`src/rtl/sd_clk_pkg.sv`:
```
// Shared types and divider constants for the SD clock generator.
package sd_clk_pkg;

  typedef enum logic {
    IDLE = 1'b0,
    RUN  = 1'b1
  } sd_clk_state_t;

  localparam int SD_DIV_INIT_100M = 250;
  localparam int SD_DIV_FAST_100M = 4;
  localparam int SD_DIV_MIN       = 2;

endpackage

```
`src/rtl/sd_clk_divider.sv`:
```
// Programmable SD card clock generator with glitch-free divider changes and
// stop/start applied only at period boundaries.
module sd_clk_divider
  import sd_clk_pkg::*;
#(
  parameter int CNT_W    = 8,
  parameter int INIT_DIV = SD_DIV_INIT_100M
) (
  input  logic             clk,
  input  logic             sys_rst_n,
  input  logic             en,
  input  logic [CNT_W-1:0] div_in,
  input  logic             div_load,
  output logic             sclk,
  output logic             rise_stb,
  output logic             fall_stb,
  output logic             div_ack,
  output logic [CNT_W-1:0] cur_div,
  output logic             idle
);

  sd_clk_state_t    r_state;
  sd_clk_state_t    w_state_nxt;
  logic [CNT_W-1:0] r_cnt;
  logic [CNT_W-1:0] w_cnt_nxt;
  logic [CNT_W-1:0] r_cur_div;
  logic [CNT_W-1:0] w_cur_div_nxt;
  logic [CNT_W-1:0] r_pend_div;
  logic [CNT_W-1:0] w_pend_div_nxt;
  logic             r_pend_vld;
  logic             w_pend_vld_nxt;
  logic             r_sclk;
  logic             w_sclk_nxt;
  logic             r_rise;
  logic             w_rise_nxt;
  logic             r_fall;
  logic             w_fall_nxt;
  logic             r_ack;
  logic             w_ack_nxt;
  logic             r_idle;

  logic [CNT_W-1:0] w_load_div;
  logic [CNT_W-1:0] w_eff_div;
  logic             w_eff_new;
  logic             w_wrap;
  logic             w_apply;
  logic [CNT_W-1:0] w_low_eff;
  logic [CNT_W-1:0] w_low_cur;
  logic [CNT_W-1:0] w_cnt_inc;

  // Low phase length ceil(D/2); computed one bit wider so D at full scale cannot overflow.
  function automatic logic [CNT_W-1:0] lowLen(input logic [CNT_W-1:0] d);
    logic [CNT_W:0] s;
    s = {1'b0, d} + {{CNT_W{1'b0}}, 1'b1};
    return s[CNT_W:1];
  endfunction

  assign w_load_div = (div_in < CNT_W'(SD_DIV_MIN)) ? CNT_W'(SD_DIV_MIN) : div_in;
  // A load arriving on the application edge bypasses the pending register.
  assign w_eff_div  = div_load ? w_load_div : (r_pend_vld ? r_pend_div : r_cur_div);
  assign w_eff_new  = div_load | r_pend_vld;
  assign w_wrap     = (r_cnt == (r_cur_div - CNT_W'(1)));
  assign w_apply    = (r_state == IDLE) | w_wrap;
  assign w_low_eff  = lowLen(w_eff_div);
  assign w_low_cur  = lowLen(r_cur_div);
  assign w_cnt_inc  = r_cnt + CNT_W'(1);

  always_ff @(posedge clk) begin
    if (!sys_rst_n) begin
      r_state    <= IDLE;
      r_cnt      <= '0;
      r_cur_div  <= CNT_W'(INIT_DIV);
      r_pend_div <= '0;
      r_pend_vld <= 1'b0;
      r_sclk     <= 1'b0;
      r_rise     <= 1'b0;
      r_fall     <= 1'b0;
      r_ack      <= 1'b0;
      r_idle     <= 1'b1;
    end else begin
      r_state    <= w_state_nxt;
      r_cnt      <= w_cnt_nxt;
      r_cur_div  <= w_cur_div_nxt;
      r_pend_div <= w_pend_div_nxt;
      r_pend_vld <= w_pend_vld_nxt;
      r_sclk     <= w_sclk_nxt;
      r_rise     <= w_rise_nxt;
      r_fall     <= w_fall_nxt;
      r_ack      <= w_ack_nxt;
      r_idle     <= (w_state_nxt == IDLE);
    end
  end

  always_comb begin
    w_state_nxt = r_state;
    case (r_state)
      IDLE:    if (en) w_state_nxt = RUN;
      RUN:     if (w_wrap && !en) w_state_nxt = IDLE;
      default: w_state_nxt = IDLE;
    endcase
  end

  always_comb begin
    w_cnt_nxt      = r_cnt;
    w_cur_div_nxt  = r_cur_div;
    w_pend_div_nxt = r_pend_div;
    w_pend_vld_nxt = r_pend_vld;
    w_sclk_nxt     = 1'b0;
    w_rise_nxt     = 1'b0;
    w_fall_nxt     = 1'b0;
    w_ack_nxt      = 1'b0;

    if (w_apply) begin
      w_cur_div_nxt  = w_eff_div;
      w_pend_vld_nxt = 1'b0;
      w_ack_nxt      = w_eff_new;
    end else if (div_load) begin
      w_pend_div_nxt = w_load_div;
      w_pend_vld_nxt = 1'b1;
    end

    case (r_state)
      IDLE: begin
        if (en) begin
          w_cnt_nxt  = CNT_W'(1);
          w_sclk_nxt = (CNT_W'(1) >= w_low_eff);
          w_rise_nxt = (CNT_W'(1) == w_low_eff);
        end else begin
          w_cnt_nxt  = '0;
        end
      end
      RUN: begin
        // The wrap edge always lands on cnt=0, which is low for any divider.
        if (w_wrap) begin
          w_cnt_nxt  = '0;
          w_fall_nxt = 1'b1;
        end else begin
          w_cnt_nxt  = w_cnt_inc;
          w_sclk_nxt = (w_cnt_inc >= w_low_cur);
          w_rise_nxt = (w_cnt_inc == w_low_cur);
        end
      end
      default: w_cnt_nxt = '0;
    endcase
  end

  assign sclk     = r_sclk;
  assign rise_stb = r_rise;
  assign fall_stb = r_fall;
  assign div_ack  = r_ack;
  assign cur_div  = r_cur_div;
  assign idle     = r_idle;

endmodule

```
`config.mk`:
```
export PLATFORM = sky130hd
export DESIGN_NAME = sd_clk_divider
export DESIGN_NICKNAME = d
export VERILOG_FILES = /design/src/rtl/sd_clk_pkg.sv /design/src/rtl/sd_clk_divider.sv
export SDC_FILE = /design/constraint.sdc
export NUM_CORES = 1
export LEC_CHECK = 0
export BUFFER_PORTS_ARGS = -buffer_cell sky130_fd_sc_hd__clkbuf_2
export CORE_AREA = 2 2 67 69
export DETAILED_ROUTE_END_ITERATION = 12
export DIE_AREA = 0 0 69 71
export PLACE_DENSITY = 0.82
export SYNTH_ARGS = -nofsm -noshare
export SYNTH_HDL_FRONTEND = slang
export SYNTH_SLANG_ARGS = --single-unit
```
`constraint.sdc`:
```
create_clock -name clk -period 2.3 [get_ports clk]
set_input_delay 0.115 -clock clk [delete_from_list [all_inputs] [get_ports clk]]
set_output_delay 0.115 -clock clk [all_outputs]
set_load 0.03 [all_outputs]
```
==> metrics, run 1 <==
fin crit period=between 2 and 2.5 ns; H-Tree Depth=2; maximum clock insertion buffer count=2; Setup-failing EPs final=0; crit path to=sclk; f_max=around 0.44 GHz; Slew headroom=58.71%; CTS tree=done; WL met1=around 2.3 mm; antenna viol nets, final=0; Synthesis Warnings=0; Tcrit/Tclk final=97.90%; Slew Viols, Final=0; Reg2Reg Depth=7; width of the die=roughly 69 um; vias per cell=just over 6; Met3 Wirelength=between 200 and 300 um; total grt overflow=0; CP Launch Point=cur_div[4]; Post-Syn Area per Cell=8.743 um2; maximum vdd drop=0.5171 mV; r2r endpoint=sclk; worst hold margin=between 0.09 and 0.1 ns; Site Rows=24; total track usage=between 20% and 30%; Routed WL per cell=approximately 16 um; Area Overhead vs Synth=22.18%; n_diodes=0; GPL Wtd Cong=0.9062; full die area=slightly below 5000 um2; number of synthesized flops with an enable pin=0; Ports=25; Fillers=around 370; root buf cell=clkbuf_8; Critical Path End Type=flop; CTS sink count=31; RR Startpoint=cur_div[4]; Worst Tran Pin Value=0.6193 ns; DRT iter0 DRCs=95; Remaining DRCs=0; overall die height=between 70 and 80 um; TritonCTS Buffers=5; DP Worst Slack=-0.2507 ns; Initial Util=approximately 50%; Distinct cells, synth=54; Final Util=61.49%; PortBufs=24; worst reg2reg setup slack=approximately 0.048 ns; status=finished, final reports clean; total power=between 1000 and 1500 uW; fraction of registers with async set/reset=0%; hpwl dp=4.013 mm; WS Path Type=reg2reg; Min-Delay Startpoint=en; clock skew=roughly 0.0065 ns; Lkg Pwr=0.001077 uW; hold crit path type=in2reg; CP arrival=2.48 ns; part of the Yosys area used for sequential elements=slightly below 30%; crit-path max FO=17; first-pass GRT wire length=around 8.9 mm; share of cells above drive strength 1=between 30% and 40%; routed wire length=5.417 mm; ys flop type=dfxtp_1; Required @ worst endpoint=2.52 ns; max_cap viols=0; largest net degree at the start of global routing=34; Final Net Count=307; Fin. Hold Viols=0; PD cells=~550 nW/um2; Syn Inst Count=242; First-pass DRT Iterations=5; vias in the first global route=between 1500 and 2000; CP Launch Type=flop; Top Layer Used=met4; clk_lat worst skew=around 0.29 ns; initial antenna violation count=0; wire length on met2=between 2 and 3 mm; routed vias=roughly 2100; Core Region=~4200 um2; Mapped Nets=around 270; Mapped Area=between 2000 and 2500 um2; Yosys reg bits=31; clock-pin slew on the worst setup and hold paths=approximately 0.07 ns; final setup margin=0.04828 ns
-- sequential cells by signal, indices dropped and copies added, names as in the netlist --
signal,flops
r_pend_div,8
r_state,1
r_cnt,8
cur_div,8
rise_stb,1
fall_stb,1
idle,1
r_pend_vld,1
div_ack,1
sclk,1
-- worst min-delay path by stage --
stage                     endpoint  slack [ns]  depth (start not counted)
after floorplan               idle        0.23                          1
after global placement        idle        0.39                          2
after detailed placement      idle        0.41                          2
after CTS                     idle         0.1                          2
after global routing          idle        0.10                          2
final                         idle        0.09                          2
-- synth_stat cells (2+ instances only) --
cell type | number | area (um2)
a31oi_1 | 2 | 12.51
nand4_1 | 3 | 18.77
nand2b_1 | 2 | 12.51
ha_1 | 12 | 150.1
o21ai_0 | 9 | 45.04
nor2_1 | 11 | 41.29
buf_6 | 2 | 22.52
xnor2_1 | 11 | 96.34
a21oi_1 | 8 | 40.04
o31a_1 | 2 | 17.52
xor2_1 | 9 | 78.83
a211oi_1 | 4 | 30.03
and3_2 | 7 | 52.55
mux2_2 | 4 | 45.04
and2_1 | 2 | 12.51
mux2i_1 | 12 | 120.1
clkbuf_1 | 11 | 41.29
nor2_4 | 2 | 22.52
nor3_1 | 8 | 40.04
o211ai_1 | 7 | 52.55
nand3b_1 | 4 | 30.03
inv_1 | 4 | 15.01
buf_2 | 4 | 20.02
dfxtp_1 | 31 | 620.6
o41ai_1 | 3 | 26.28
a21o_1 | 4 | 30.03
nand3_1 | 17 | 85.08
nor4_1 | 2 | 12.51
nand2_1 | 19 | 71.32
and3_1 | 2 | 12.51
-- critical path, cell delays in order (launching register included) --
cell and delay [ns]:
dfxtp_4 0.37, or4_4 0.57, o31a_2 0.33, o22ai_4 0.14, a211oi_4 0.06, buf_4 0.15
nor2_4 0.34, a32o_1 0.24
-- metrics by stage --
step	std cells	cell area (um2)	setup TNS, ns
final	336	2585	0
after global routing	336	2585	-0.002607
after CTS	333	2536	0
after detailed placement	325	2432	-0.4863
after global placement	325	2432	-0.2696
after floorplan	242	2163	-0.02074
-- power breakdown --
part / internal [uW] / total, uW / switching [uW]
clock: 273 / 478 / 205
combinational: 152 / 352 / 200
sequential: 564 / 599 / 34.5
total: 989 / 1430 / 439
-- layer usage --
layer | up-vias | track usage [%]
met5 | - | 0
met4 | 0 | 8.715
met3 | 9 | 4.274
met2 | 81 | 39.32
met1 | 993 | 27.67
li1 | 979 | -
-- logic make-up after synthesis --
logic type	share of synthesized area, %
simple gates	23.24
compound gates	19.22
flops	29.33
buf+inv	5.027
xor+xnor	8.279
mux	7.806
fa+ha+maj	7.096
-- cell type report --
| type | instances | area (um2) | area share [%] |
|---|---|---|---|
| Multi-Input combinational cell | 189 | 1436 | 55.57 |
| Clock buffer | 8 | 100.1 | 3.872 |
| Inverter | 4 | 15.01 | 0.5808 |
| Tap cell | 52 | 65.06 | 2.517 |
| Sequential cell | 31 | 638.1 | 24.69 |
| Timing Repair Buffer | 52 | 330.3 | 12.78 |
-- cells in the final DEF, fill, tap and decap left out, drive strengths merged, types with 2 or more instances in the layout --
cell,instances
clkbuf,32
dfxtp,31
buf,28
nand2,19
nand3,17
nor2,13
mux2i,12
ha,12
xnor2,11
xor2,9
o21ai,9
and3,9
a21oi,8
nor3,8
o211ai,7
a211oi,5
nand3b,4
mux2,4
a21o,4
inv,4
nand4,3
nor4,3
o31a,3
o41ai,3
and2,2
nand2b,2
a31oi,2
or4,2
a211o,2
-- timing repair --
item | 4_1_cts | 5_1_grt
pin swaps | 0 | 8
hold buffers | 0 | 0
gates cloned | 0 | 0
setup buffers | 0 | 3
resized for setup | 2 | 7
setup endpoints to repair | 1 | 11
No activity file was read; power rests on OpenSTA's default activity.
==> run 2, diff against run 1 <==
==> constraint.sdc (replaced) <==
create_clock -name clk -period 2.3 [get_ports clk]
set_input_delay 0.575 -clock clk [delete_from_list [all_inputs] [get_ports clk]]
set_output_delay 0.575 -clock clk [all_outputs]
set_load 0.03 [all_outputs]
==> run 2 against run 1 <==
Against the previous run: largest cell class unchanged; total power is 1.5% higher; clock skew fell by 0.0019 ns; sequential cell count unchanged; setup slack got worse by 0.27 ns; maximum frequency decreased by 11%; the run now ends with setup timing left; largest power group unchanged.
==> metrics, run 2 (synthesis results as in run 1) <==
most frequent cells in the layout=buf_4, dfxtp_1, clkbuf_2; Tcrit/Tclk final=109.7% (+12 points); most common cell after layout, fill and taps aside=buf_4; TNS Setup=-0.4401 ns (-0.4401 ns); share of cells above drive strength 1=35.64% (+1.5 points); total grt overflow=0 (unchanged); Core Region=4204 um2 (unchanged); Area Overhead vs Synth=26.49%; Hold Crit Depth=2 (unchanged); hold crit path type=reg2reg; initial antenna violation count=0 (unchanged); hpwl dp=3.906 mm (-2.7%); DRT iter0 DRCs=104 (+9.5%); largest net degree at the start of global routing=19 (-44%); Critical Path End Type=flop; maximum vdd drop=0.5124 mV (-0.90%); root buf cell=clkbuf_8; Slew Viols, Final=0 (unchanged); CTS tree=done; Setup-failing EPs final=2 (+2); PortBufs=24 (unchanged); Initial Util=50.33% (unchanged); Slew headroom=68.53% (+9.8 points); f_max=0.3962 GHz (-11%); fin crit period=2.524 ns (+0.2725 ns); Worst Tran Pin Value=0.4714 ns (-0.1479 ns); clock-pin slew on the worst setup and hold paths=0.06 ns (about the same); Routed WL per cell=15.23 um (-5.5%); r2r endpoint=rise_stb; WS Path Type=in2reg; Ports=25 (unchanged); n_diodes=0 (unchanged); PD cells=541.9 nW/um2 (-1.9%); antenna viol nets, final=0 (unchanged); Fin. Hold Viols=0 (unchanged); final setup margin=-0.2242 ns (-0.2725 ns); full die area=4899 um2 (unchanged); Final Net Count=312 (+1.6%); routed vias=1969 (-4.5%); clock skew=0.004594 ns (-0.001933 ns); vias per cell=5.774 (-5.9%); TritonCTS Buffers=5 (unchanged); H-Tree Depth=2 (unchanged); RR Startpoint=r_pend_vld; Lkg Pwr=0.001114 uW (+3.4%); clk_lat worst skew=0.29 ns (about the same); Remaining DRCs=0 (unchanged); maximum clock insertion buffer count=2 (unchanged); width of the die=69 um (unchanged); GPL Wtd Cong=0.9011 (-0.56%); overall die height=71 um (unchanged); crit-path max FO=6 (-11); CP arrival=2.76 ns (+0.28 ns); status=finished, violations left; cts hold-fix bufs=0 (unchanged); worst reg2reg setup slack=-0.02 ns (-0.07 ns); RSZ-0062 raised after global routing=true; max_cap viols=0 (unchanged); CP Launch Point=div_in[3]; total track usage=22.19% (-0.39 points); Required @ worst endpoint=2.54 ns (+0.02 ns); Reg2Reg Depth=9 (+2); Site Rows=24 (unchanged); first-pass GRT wire length=8.742 mm (-1.8%); CTS sink count=31 (unchanged); First-pass DRT Iterations=4 (-1); routed wire length=5.195 mm (-4.1%); vias in the first global route=1887 (-2.2%); failing checks=setup timing; crit path to=rise_stb; Final Util=63.66% (+2.2 points); CP Launch Type=input pin
-- run 2: cell count changes in the layout (fill, tap and decap cells not counted), sizes merged --
cell / change
buf: +6
clkbuf: -1
-- run 2: critical path: stages --
cell      delay, ns
buf_6          0.09
or4_4          0.54
o41ai_4        0.28
a21oi_2        0.13
ha_4           0.21
nor3_4         0.12
a21oi_2        0.05
a211o_1        0.31
a221oi_2       0.27
a22o_1         0.18
-- run 2: how the worst min path moves through the flow --
stage | from | to
2_1_floorplan | r_pend_div[4] | r_pend_div[4]
3_3_place_gp | r_pend_div[6] | r_pend_div[6]
3_5_place_dp | r_pend_div[4] | r_pend_div[4]
4_1_cts | r_pend_div[4] | r_pend_div[4]
5_1_grt | r_pend_div[3] | r_pend_div[3]
6_report | r_pend_div[3] | r_pend_div[3]
-- run 2: layout make-up --
class                      instances  area (um2)
sequential                        31       633.1
fill                             353        1528
clock buffer                       8       100.1
timing repair buffer              57       381.6
tap                               52       65.06
multi-input combinational        189        1481
inverter                           4       15.01
-- run 2: report_power, final --
part	internal, uW	switching [uW]	total (uW)
clock network	273	205	478
logic	169	211	379
registers	563	30.5	593
-- run 2: what timing repair did --
item	CTS	global route
setup endpoints to repair	2	5
resized for setup	2	10
buffers inserted	1	4
pin swaps	1	8
-- run 2: per-layer routing --
| metal | routed length (um) | up-vias | global-route usage [%] |
|---|---|---|---|
| met1 | 2237 | 919 | 26.70 |
| met3 | 225 | 11 | 4.701 |
| li1 | - | 989 | - |
| met5 | 0 | - | 0 |
| met2 | 2608 | 50 | 37.61 |
| met4 | 123 | 0 | 11.11 |
-- run 2: metrics by stage --
step	instance area, um2	cells	hold slack [ns]	total power (uW)	setup WS (ns)
finish	2676	341	0.4661	1450	-0.2242
global route	2676	341	0.4884	1515	-0.3030
CTS	2597	337	0.4676	1433	-0.1909
detailed placement	2475	328	0.4584	955.6	-0.5477
global placement	2475	328	0.4444	947.8	-0.4558
floorplan	2181	242	0.4313	846.2	-0.2864
==> run 3, diff against run 2 <==
CELL_PAD_IN_SITES_DETAIL_PLACEMENT = 1   (was default)
CELL_PAD_IN_SITES_GLOBAL_PLACEMENT = 2   (was default)
CORE_AREA = 2 2 70 105   (was 2 2 67 69)
DIE_AREA = 0 0 72 107   (was 0 0 69 71)
TNS_END_PERCENT = 20   (was default)
==> run 3 against run 2 <==
Against the previous run: the run still ends with setup timing left; clock-buffer cell count decreased by 2; non-clock buffer count grew 6; final area grew 5.2%; via count grew 5.3%; hold slack worse by 0.0083 ns; sequential cell count unchanged; largest cell class unchanged; register-to-register slack worse by 0.04 ns; sequential share of layout area is 1.2 points lower; maximum frequency is 0.87% lower; critical path depth stayed put; first-iteration DRC count is 30% lower.
==> metrics, run 3 (synthesis results as in run 1) <==
status=finished, violations left; failing checks=setup timing; Tcrit/Tclk final=110.7% (+0.97 points); Core Region=6805 um2 (+62%); total track usage=18.34% (-3.8 points); First-pass DRT Iterations=4 (unchanged); Internal Power=1091 uW (+8.6%); area of placed instances=2560 um2 (+3.4%); Combinational Power Share=25.4% (-0.8 points); width of the die=72 um (+4.3%); RSZ-0062 raised after global routing=true; DRT iter0 DRCs=73 (-30%); largest net degree at the start of global routing=27 (+8); Site Rows=37 (+54%); Slew headroom=71.97% (+3.4 points); routed vias=2074 (+5.3%); most frequent cells in the layout=buf_4, dfxtp_1, clkbuf_2; max_cap viols=0 (unchanged); CP Launch Type=input pin; Fin. Hold Viols=0 (unchanged); Remaining DRCs=0 (unchanged); CTS tree=done; Lkg Pwr=0.001153 uW (+3.5%); clk_lat worst skew=0.30 ns (about the same); final non-filler cell total=373 (+9.4%); WS Path Type=in2reg; Reg power frac=37.8% (-3.1 points); routed wire length=6.664 mm (+28%); final setup margin=-0.2464 ns (-0.02223 ns); root buf cell=clkbuf_8; Ports=25 (unchanged); PortBufs=24 (unchanged); H-Tree Depth=2 (unchanged); most common cell after layout, fill and taps aside=buf_4; Initial Util=31.09% (-19 points); clock skew=0.006837 ns (+0.002243 ns); hold crit path type=reg2reg; maximum clock insertion buffer count=2 (unchanged); TritonCTS Buffers=5 (unchanged); full die area=7704 um2 (+57%); Cells after DPL=361 (+10%); crit-path max FO=6 (unchanged); net switching power=487.4 uW (+9.3%); Critical Path End Type=flop; Multi-input gate area=1530 um2 (+3.3%); CTS sink count=31 (unchanged); clock share of power=36.7% (+3.8 points); overall die height=107 um (+51%); Final Net Count=318 (+1.9%); f_max=0.3927 GHz (-0.87%); Worst Tran Pin Value=0.4088 ns (-0.06255 ns); maximum vdd drop=0.4788 mV (-6.6%); share of cells above drive strength 1=37.29% (+1.6 points); CP arrival=2.79 ns (+0.03 ns); fin crit period=2.546 ns (+0.02223 ns); cts hold-fix bufs=0 (unchanged); Fillers=807 (+130%); Setup-failing EPs final=7 (+5); FF/Latch Area=633.1 um2 (unchanged); Required @ worst endpoint=2.54 ns (about the same); GPL Wtd Cong=0.7954 (-12%); Slew Viols, Final=0 (unchanged); total grt overflow=0 (unchanged); antenna viol nets, final=0 (unchanged); Net Sw Frac=30.88% (+0.14 points); vias in the first global route=2204 (+17%); Routed WL per cell=17.87 um (+17%); Area Overhead vs Synth=33.12%; hpwl dp=5.096 mm (+30%); vias per cell=5.560 (-3.7%); initial antenna violation count=0 (unchanged); first-pass GRT wire length=10.86 mm (+24%); PD cells=560.5 nW/um2 (+3.4%); n_diodes=0 (unchanged); total power=1579 uW (+8.8%); Post-Layout Inst Area=2816 um2 (+5.2%); clock-pin slew on the worst setup and hold paths=0.07 ns (about the same)
run 3: final cells by class:
type	count	share of cell area, %
multi-input combinational	189	54.33
sequential	31	22.48
timing repair buffer	63	14.93
tap	78	3.465
clock buffer	6	2.932
clock inverter	2	1.244
inverter	4	0.6219
run 3: worst paths after layout:
path                  from             to  slack [ns]  cells after the start
max              div_in[3]       rise_stb       -0.25                     10
min          r_pend_div[4]  r_pend_div[4]        0.46                      2
max reg2reg     cur_div[0]           sclk       -0.06                     10
min reg2reg  r_pend_div[4]  r_pend_div[4]        0.46                      2
run 3: routing by layer:
metal  track usage (%)  wire [um]  up-vias
li1                  -          -      993
met1             18.94       2502     1018
met2             34.52       3708       41
met3             2.162        156       22
met4             10.51        296        0
met5                 0          0        -
run 3: repair_timing:
| action | CTS | global route |
|---|---|---|
| pin swaps | 4 | 19 |
| endpoints found under the setup margin | 3 | 26 |
| gates resized for setup | 4 | 18 |
| endpoints found under the hold margin | 0 | 0 |
| setup buffers | 0 | 4 |
run 3: power groups by stage:
| stage | combinational (uW) | clock [uW] | sequential [uW] |
|---|---|---|---|
| 3_3_place_gp | 363 | 0 | 606 |
| 4_1_cts | 385 | 592 | 596 |
| 3_5_place_dp | 375 | 0 | 608 |
| 5_1_grt | 442 | 613 | 601 |
| 6_report | 402 | 580 | 597 |
| 2_1_floorplan | 226 | 0 | 621 |
run 3: worst max-delay path, cell delays in order:
cell      delay (ns)
clkbuf_2        0.09
or4_4           0.55
o41ai_4         0.27
a21oi_2         0.13
ha_4            0.20
nor3_2          0.11
a211oi_1        0.08
a211o_1         0.30
a221oi_2        0.29
a22o_1          0.19
run 3: metrics by stage:
step	hold slack (ns)	setup WS (ns)	util [%]	TNS (ns)
2_1_floorplan	0.4313	-0.2864	-	-0.5580
3_3_place_gp	0.4419	-0.4700	37.62	-0.9264
3_5_place_dp	0.4519	-0.5883	37.62	-1.179
4_1_cts	0.4620	-0.2218	39.77	-0.4639
5_1_grt	0.4890	-0.3761	41.39	-1.990
6_report	0.4579	-0.2464	41.39	-0.5064
